$ cat config.mk
export PLATFORM = sky130hd
export DESIGN_NAME = tick_sched
export DESIGN_NICKNAME = d
export VERILOG_FILES = /design/src/rtl/tick_sched_pkg.sv /design/src/rtl/tick_gen.sv /design/src/rtl/tick_sched.sv
export SDC_FILE = /design/constraint.sdc
export NUM_CORES = 1
export LEC_CHECK = 0
export BUFFER_PORTS_ARGS = -buffer_cell sky130_fd_sc_hd__clkbuf_2
export CORE_MARGIN = 4
export CORE_UTILIZATION = 28
export CTS_BUF_LIST = sky130_fd_sc_hd__clkbuf_4 sky130_fd_sc_hd__clkbuf_8
export DETAILED_ROUTE_END_ITERATION = 8
export HOLD_SLACK_MARGIN = 0.1
export PLACE_DENSITY_LB_ADDON = 0.12
export RECOVER_POWER = 50
export SLEW_MARGIN = 25
export SYNTH_ARGS = -nofsm -noshare
export SYNTH_HDL_FRONTEND = slang
export SYNTH_HIERARCHICAL = 1
export SYNTH_SLANG_ARGS = --single-unit
$ cat constraint.sdc
create_clock -name clk -period 12.4 [get_ports clk]
set_input_delay 1.24 -clock clk [delete_from_list [all_inputs] [get_ports clk]]
set_output_delay 1.24 -clock clk [all_outputs]
set_load 0.05 [all_outputs]
$ cat src/rtl/tick_sched_pkg.sv
// Shared definitions for the tick scheduler: parameter defaults, channel-index
// width derivation and the per-channel flag record.
package tick_sched_pkg;

    localparam int unsigned NUM_CH_DEF = 4;
    localparam int unsigned CNT_W_DEF  = 16;

    // Channel index width: at least one bit even for degenerate channel counts.
    function automatic int unsigned ch_w(input int unsigned n);
        return (n <= 2) ? 1 : $clog2(n);
    endfunction

    // Single-bit state kept per channel; period/count live in separate arrays
    // because their width is a module parameter.
    typedef struct packed {
        logic en;
        logic oneshot;
        logic pending;
        logic overrun;
    } ch_flags_t;

endpackage

$ cat src/rtl/tick_gen.sv
// Prescaler: counts 0..DIVISOR-1 and pulses tick for one cycle while the
// count equals DIVISOR-1.
//   clk, rst : clock, asynchronous active-high reset
//   tick     : registered one-cycle pulse every DIVISOR cycles
module tick_gen #(
    parameter int unsigned DIVISOR = 50_000_000
) (
    input  logic clk,
    input  logic rst,
    output logic tick
);

    localparam int unsigned PW = (DIVISOR <= 2) ? 1 : $clog2(DIVISOR);

    logic [PW-1:0] pre_q, pre_d;
    logic          tick_q, tick_d;

    // tick_q is computed from the next count so it is high exactly while the
    // registered count sits at DIVISOR-1.
    always_comb begin
        pre_d  = (pre_q == PW'(DIVISOR - 1)) ? '0 : pre_q + PW'(1);
        tick_d = (pre_d == PW'(DIVISOR - 1));
    end

    always_ff @(posedge clk or posedge rst) begin
        if (rst) begin
            pre_q  <= '0;
            tick_q <= 1'b0;
        end else begin
            pre_q  <= pre_d;
            tick_q <= tick_d;
        end
    end

    assign tick = tick_q;

endmodule

$ cat src/rtl/tick_sched.sv
// Multi-channel tick scheduler: per-channel periodic/one-shot timers clocked by
// a shared prescaler, with a round-robin valid/ready event output.
//   cfg_we/cfg_ch/cfg_period/cfg_oneshot/cfg_en : channel configuration write
//   tick                 : prescaler pulse
//   evt_valid/evt_ch     : offered expiry event, held until evt_ready
//   active               : per-channel enable
//   overrun              : sticky per-channel lost-event flag
module tick_sched
    import tick_sched_pkg::*;
#(
    parameter int unsigned  DIVISOR = 50_000_000,
    parameter int unsigned  NUM_CH  = NUM_CH_DEF,
    parameter int unsigned  CNT_W   = CNT_W_DEF,
    localparam int unsigned CH_W    = ch_w(NUM_CH)
) (
    input  logic              clk,
    input  logic              rst,
    input  logic              cfg_we,
    input  logic [CH_W-1:0]   cfg_ch,
    input  logic [CNT_W-1:0]  cfg_period,
    input  logic              cfg_oneshot,
    input  logic              cfg_en,
    output logic              tick,
    output logic              evt_valid,
    output logic [CH_W-1:0]   evt_ch,
    input  logic              evt_ready,
    output logic [NUM_CH-1:0] active,
    output logic [NUM_CH-1:0] overrun
);

    ch_flags_t [NUM_CH-1:0] flg_q, flg_d;
    logic [CNT_W-1:0]       period_q [NUM_CH];
    logic [CNT_W-1:0]       period_d [NUM_CH];
    logic [CNT_W-1:0]       cnt_q    [NUM_CH];
    logic [CNT_W-1:0]       cnt_d    [NUM_CH];
    logic                   evt_valid_q, evt_valid_d;
    logic [CH_W-1:0]        evt_ch_q, evt_ch_d;
    logic [CH_W-1:0]        rr_q, rr_d;

    logic                   hs_c;
    logic                   hit, hs_ch, expire;
    logic [NUM_CH-1:0]      cand;
    logic [CH_W-1:0]        start;
    logic                   found;
    int                     idx;

    tick_gen #(.DIVISOR(DIVISOR)) u_tick_gen (
        .clk  (clk),
        .rst  (rst),
        .tick (tick)
    );

    assign hs_c = evt_valid_q & evt_ready;

    // Channel timers: a config write overrides any tick on the same channel.
    always_comb begin
        flg_d    = flg_q;
        period_d = period_q;
        cnt_d    = cnt_q;
        hit      = 1'b0;
        hs_ch    = 1'b0;
        expire   = 1'b0;
        for (int i = 0; i < int'(NUM_CH); i++) begin
            hit    = cfg_we && (cfg_ch == CH_W'(i));
            hs_ch  = hs_c && (evt_ch_q == CH_W'(i));
            expire = 1'b0;
            if (hit) begin
                period_d[i]       = cfg_period;
                cnt_d[i]          = cfg_period;
                flg_d[i].oneshot  = cfg_oneshot;
                flg_d[i].en       = cfg_en & (cfg_period != '0);
                flg_d[i].overrun  = 1'b0;
            end else if (tick && flg_q[i].en && (cnt_q[i] != '0)) begin
                if (cnt_q[i] == CNT_W'(1)) begin
                    expire = 1'b1;
                end else begin
                    cnt_d[i] = cnt_q[i] - CNT_W'(1);
                end
            end
            // An expiry racing the acceptance of the same channel re-arms
            // pending without counting as a lost event.
            if (expire) begin
                cnt_d[i]         = period_q[i];
                flg_d[i].pending = 1'b1;
                if (flg_q[i].oneshot) flg_d[i].en = 1'b0;
                if (flg_q[i].pending && !hs_ch) flg_d[i].overrun = 1'b1;
            end else if (hs_ch) begin
                flg_d[i].pending = 1'b0;
            end
        end
    end

    // Round-robin arbiter; the offer is frozen while the consumer stalls.
    always_comb begin
        evt_valid_d = evt_valid_q;
        evt_ch_d    = evt_ch_q;
        rr_d        = rr_q;
        start       = rr_q;
        found       = 1'b0;
        idx         = 0;
        for (int i = 0; i < int'(NUM_CH); i++) cand[i] = flg_q[i].pending;
        if (hs_c) begin
            rr_d           = (evt_ch_q == CH_W'(NUM_CH - 1)) ? '0 : evt_ch_q + CH_W'(1);
            start          = rr_d;
            cand[evt_ch_q] = 1'b0;
        end
        if (!evt_valid_q || evt_ready) begin
            evt_valid_d = 1'b0;
            for (int k = 0; k < int'(NUM_CH); k++) begin
                idx = int'(start) + k;
                if (idx >= int'(NUM_CH)) idx = idx - int'(NUM_CH);
                if (!found && cand[idx]) begin
                    found       = 1'b1;
                    evt_valid_d = 1'b1;
                    evt_ch_d    = CH_W'(idx);
                end
            end
        end
    end

    always_ff @(posedge clk or posedge rst) begin
        if (rst) begin
            flg_q       <= '0;
            evt_valid_q <= 1'b0;
            evt_ch_q    <= '0;
            rr_q        <= '0;
            for (int i = 0; i < int'(NUM_CH); i++) begin
                period_q[i] <= '0;
                cnt_q[i]    <= '0;
            end
        end else begin
            flg_q       <= flg_d;
            evt_valid_q <= evt_valid_d;
            evt_ch_q    <= evt_ch_d;
            rr_q        <= rr_d;
            for (int i = 0; i < int'(NUM_CH); i++) begin
                period_q[i] <= period_d[i];
                cnt_q[i]    <= cnt_d[i];
            end
        end
    end

    always_comb begin
        for (int i = 0; i < int'(NUM_CH); i++) begin
            active[i]  = flg_q[i].en;
            overrun[i] = flg_q[i].overrun;
        end
    end

    assign evt_valid = evt_valid_q;
    assign evt_ch    = evt_ch_q;

endmodule

### Yosys cells after proc, flatten, opt, wreduce, memory -nomap -nowiden

Index checks and enable logic that the tools add are counted.

| storage, ports and cells | value |
|---|---|
| register bits after elaboration | 176 |
| input port bits | 24 |
| logic and storage cells | 225 |

| operators by class | value |
|---|---|
| add/subtract/negate cells | 13 |
| magnitude comparators | 10 |
| eq/ne operators | 16 |
| multiplexer cells | 99 |
| bitwise logic cells | 4 |
| reductions and logical operators | 54 |

Operators with widths:

| kind | count |
|---|---|
| $mux W16 | 16 |
| $mux W32 | 8 |
| $lt A32 B4 Y1 const B | 4 |
| $reduce_bool A16 Y1 | 5 |
| $eq A16 B1 Y1 const B | 4 |
| $sub A16 B1 Y16 const B | 4 |
| $mux W1 | 58 |
| $eq A26 B26 Y1 const B | 2 |
| $add A26 B1 Y26 const B | 1 |
| $mux W26 | 1 |
| $logic_and A1 B1 Y1 | 24 |
| $mux W2 | 10 |
| $reduce_bool A3 Y1 | 4 |
| $sub A3 B3 Y4 const B | 3 |
| $reduce_and A2 Y1 | 5 |
| $ge A3 B3 Y1 const B | 3 |
| $ne A3 B2 Y1 const B | 3 |
| $bmux W1 S2 | 4 |
| $eq A2 B2 Y1 const B | 4 |
| $logic_not A1 Y1 | 8 |
| $reduce_bool A2 Y1 | 4 |
| $add A2 B2 Y3 const B | 2 |
| $and A4 B4 Y4 | 1 |
| $eq A2 B1 Y1 const B | 2 |
| 14 further kinds | 16 |

### Depth between registers and ports, before layout

| depth | value |
|---|---|
| depth after elaboration | 24 |
| depth in mapped cells | 9 |
| gate-level depth less buffers | 8 |

### Cells and area by module

Netlist, hierarchy kept.

By module, submodules not included:

| module | times used | cells an instance | area each (µm²) |
|---|---|---|---|
| tick_sched | 1 | 990 | 8215.4 |
| tick_gen | 1 | 154 | 1478.9 |

### Worst setup path after synthesis

OpenSTA, ideal clock, no wires.

| path | value |
|---|---|
| kind | input to register |
| start | in cfg_ch[0] |
| end | reg cnt_q[35] (netlist bit) |
| arrival | 2.744 ns |
| path slack | 9.516 ns |
| stages on the path | 7 |
| path buffers | 2 |
| cells stage by stage | clkbuf_1 -> and3b_1 -> nor3_1 -> nor4b_2 -> buf_2 -> mux2i_1 -> o21ai_0 |

| between the ends | value |
|---|---|
| word-level cells in the longest chain between the ends | 5 |
| elaborated cells on any way between the ends | 8 |
| those cells by class | eq/ne (2); mux (3); reduce/logical (3) |

RTL lines:

| item | line | RTL |
|---|---|---|
| start, declared | tick_sched.sv:19 | `input logic [CH_W-1:0] cfg_ch,` |
| $eq A2 B1 Y1 (*) | tick_sched.sv:64 | `hit = cfg_we && (cfg_ch == CH_W'(i));` |
| $logic_and A1 B1 Y1 (*) | tick_sched.sv:64 |  |
| $mux W1 | tick_sched.sv:67 | `if (hit) begin` |
| $ne A3 B2 Y1 (no source line) / $reduce_bool A3 Y1 (equally long branches) | n/a |  |
| $reduce_and A2 Y1 (no source line) | n/a |  |
| end signal, assigned by index | tick_sched.sv:138 | `cnt_q[i] <= cnt_d[i];` |
| end, declared | tick_sched.sv:34 | `logic [CNT_W-1:0] cnt_q [NUM_CH];` |

Every way passes the cells marked *; elsewhere a longest branch is shown, timed or not.
A chain may end at the register's enable or synchronous reset.

### Final worst setup path

| path | value |
|---|---|
| start | in cfg_ch[1] |
| end | reg cnt_q[19] (netlist bit) |

| between the ends | value |
|---|---|
| word-level cells in the longest chain between the ends | 5 |
| elaborated cells on any way between the ends | 8 |
| those cells by class | eq/ne (2); mux (3); reduce/logical (3) |

RTL lines:

| item | line |
|---|---|
| $eq A2 B2 Y1 (*) | tick_sched.sv:64 |
| $logic_and A1 B1 Y1 (*) | tick_sched.sv:64 |
| $mux W1 | tick_sched.sv:67 |
| $ne A3 B2 Y1 (no source line) / $reduce_bool A3 Y1 (equally long branches) | n/a |
| $reduce_and A2 Y1 (no source line) | n/a |

Marked as above.

==> impl_metrics.csv <==
group,metric,value,unit
setup_path,critPathRequiredTime,12.78,ns
detailed_routing,viasPerCell,4.975,
sta,tns,0,ns
sta,whs,0.4299,ns
placed_design,pre_cts_ws,8.472,ns
layout,drive_gt1_share,9.280,%
setup_path,crit_fanout,50,
power,power.switching,0.0004953,W
global_route,grt_antenna_before_repair,0,
worst_hold_path,hp-class,"register to register",
clock_tree,path_clk_slew,0.12,ns
setup_path,r2r_setup_slack,9.24,ns
clock_tree,cts_made_buffers,17,
detailed_routing,wl_per_cell,17.68,um
run,maxCapViolCount,4,
status,status,"complete, but fails checks",
layout,area_delta_synth_final,9.293,%
placed_design,place_congestion,0.7760,
clock_tree,cts_setup_buffers,0,
clock_tree,postCtsResizedCells,0,
clock_tree,root_buffer,"clkbuf_8",
detailed_routing,firstDrtPassIters,5,
detailed_routing,dr_wl_met2,13.02,mm
clock_tree,postCtsHoldBufs,0,
yosys,synth_seq_cells,176,
power,p_per_area,138.8,nW/um^2
detailed_routing,ant_nets,0,
yosys,post-synth-top-area-cell,"dfrtp_1",
floorplanning,dieArea,37660,um^2
yosys,syn_nets,1182,
detailed_routing,drc,0,
status,violations,"max-capacitance violations, max-slew violations",
detailed_routing,dr_wl_met3,722,um
floorplanning,start_util,28.62,%
yosys,yosys.area.top_type_share,45.43,%
yosys,synth_cell_types,75,
clock_tree,htree_levels,4,
power,power_frac_comb,18.9,%
floorplanning,die_y,194.1,um
yosys,syn_inst,1144,
layout,fin_cells,1601,
layout,diodes,0,
power,netSwitchingFraction,33.67,%
worst_hold_path,hold_path_depth,1,
power,leakage,4.588,nW
sta,fin_crit_sh,38.25,%
floorplanning,ioPinCount,36,
yosys,netlist_area,9694,um^2
detailed_routing,vias,7965,
yosys,synth-seq-area-share,45.43,%
sta,setup_viol,0,
sta,hold_viol,0,
sta,fmax,210.9,MHz
placed_design,portBuffers,35,
layout,fin_nets,1178,
global_route,grt_usage,15.06,%
sta,worstMarginPinSlew,4.582,ns
global_route,grt_max_degree,99,
sta,relSlewSlack,-207.1,%
global_route,grt_pass1_wl,45.55,mm
clock_tree,clock_latency,0.51,ns
power,peakVddDrop,0.07264,mV
power,seq_power_share,50.5,%
power,clockPowerShare,30.6,%
yosys,synth_most_common_cell,"nand2_1",
power,p_int,0.0009757,W
global_route,overflow,0,
floorplanning,rows,67,
clock_tree,clock_path_buffers,2,
yosys,synth_area_leaders,"dfrtp_1 (45%), nand2_1 (11%), nor2_1 (3.5%)",
placed_design,dp_cells,1569,
layout,fillers,3611,
sta,finalMaxSlewViolations,238,
setup_path,critPathLaunchType,"primary input",
yosys,ys_warn_count,6,
sta,skew,0.02203,ns
setup_path,endpoint_kind,"register",
detailed_routing,drt_iter0_drc,472,
yosys,synthFlopType,"dfrtp_1",
setup_path,path_class,"primary input to register",
layout,multi_input_area,4861,um^2
detailed_routing,dr.max_layer_used,"met4",
sta,grt_setup_unrepaired,"false",
layout,register_area,4404,um^2
yosys,synth_area_per_cell,8.474,um^2
setup_path,r2r_cells,7,
yosys,synth_edf_count,0,
yosys,synth_common_cells,"nand2_1 (290), dfrtp_1 (176), nor2_1 (91), a21oi_1 (55), o21ai_0 (51)",
clock_tree,cts.sinks,176,
floorplanning,coreArea,33870,um^2
placed_design,dpl.hpwl,18.78,mm
global_route,grt_pass1_vias,7981,
sta,fin_crit,4.743,ns
detailed_routing,drt-met1-wl,14.20,mm
floorplanning,die_w,194.1,um
yosys,ys_async_sr_fraction,100.0,%
detailed_routing,drt_wl_total,28.30,mm
setup_path,cp.arrival,5.12,ns
clock_tree,cts_tree,"built",
sta,finalWorstSetupSlack,7.657,ns
==> path summary, 6_finish.rpt <==
check                                      end                 from
min in group asynchronous  u_tick_gen/pre_q[1]                  rst
max in group asynchronous            cnt_q[49]                  rst
setup reg to reg               u_tick_gen/tick  u_tick_gen/pre_q[0]
hold / removal                       active[3]            flg_q[14]
hold reg to reg                      active[3]            flg_q[14]
setup / recovery                     cnt_q[19]            cfg_ch[1]
==> cells in the final DEF, fill, tap and decap left out, types with 17 or more instances in the layout <==
| cell | synthesis | layout |
|---|---|---|
| nand3_1 | 36 | 37 |
| nor2_1 | 91 | 90 |
| nand4_1 | 17 | 18 |
| o21ai_0 | 51 | 51 |
| o22ai_1 | 23 | 23 |
| nor3_1 | 31 | 31 |
| xor2_1 | 33 | 33 |
| nor4_1 | 26 | 26 |
| dfrtp_1 | 176 | 176 |
| inv_1 | 23 | 22 |
| clkbuf_2 | 1 | 32 |
| a21oi_1 | 55 | 55 |
| xnor2_1 | 26 | 26 |
| nand2_1 | 290 | 290 |
| clkbuf_8 | 0 | 17 |
==> power groups by stage <==
stage                     clock network [W]  registers, W  logic [W]
final                              0.000449      0.000743   0.000279
after detailed placement                  0      0.000753   0.000281
after floorplan                           0      0.000723   0.000234
after CTS                          0.000471      0.000743   0.000283
after global routing               0.000491      0.000757   0.000320
after global placement                    0      0.000755   0.000278
==> through the flow <==
stage                     total power, W  utilization (%)  cell area, um^2
after floorplan                0.0009571                -             9694
after global placement          0.001033            30.14            10210
after detailed placement        0.001034            30.14            10210
after CTS                       0.001496            31.41            10640
after global routing            0.001568            31.28            10600
final                           0.001471            31.28            10600
==> critical path: stages <==
cell,delay [ns]
clkbuf_1,0.15
nand2_1,0.11
or2_2,0.11
clkbuf_1,1.61
nand3_1,0.94
or3_1,0.72
o21ai_0,0.13
o21ai_1,0.09
==> final cells by class <==
cell class              instances  share of cell area (%)
repair buffers                 48                   2.397
well taps                     448                   5.290
multi-input cells             874                   45.88
inverters                      23                  0.8266
clock buffers                  17                   2.208
flip-flops and latches        176                   41.57
clock inverters                15                   1.830
==> logic make-up after synthesis <==
| family | Yosys count | synth area share (%) |
|---|---|---|
| AOI/OAI and AO/OA | 218 | 13.89 |
| muxes | 10 | 1.071 |
| adders and majority gates | 14 | 1.807 |
| and+or+nand+nor | 573 | 28.16 |
| buffers and inverters | 94 | 4.311 |
| DFF | 176 | 45.43 |
| xor gates and xnor gates | 59 | 5.330 |
==> routing by layer <==
layer | vias up | GRT usage [%]
li1 | 3981 | -
met1 | 3864 | 21.21
met2 | 92 | 23.80
met3 | 28 | 3.249
met4 | 0 | 3.568
met5 | - | 0
==> state kept, by name, indices dropped and copies added, names as in the netlist <==
signal / cells
u_tick_gen/tick: 1
active: 4
evt_ch: 2
u_tick_gen/pre_q: 26
rr_q: 2
overrun: 4
evt_valid: 1
cnt_q: 64
flg_q: 8
period_q: 64
Note: power is estimated with default switching activity, not from simulation.
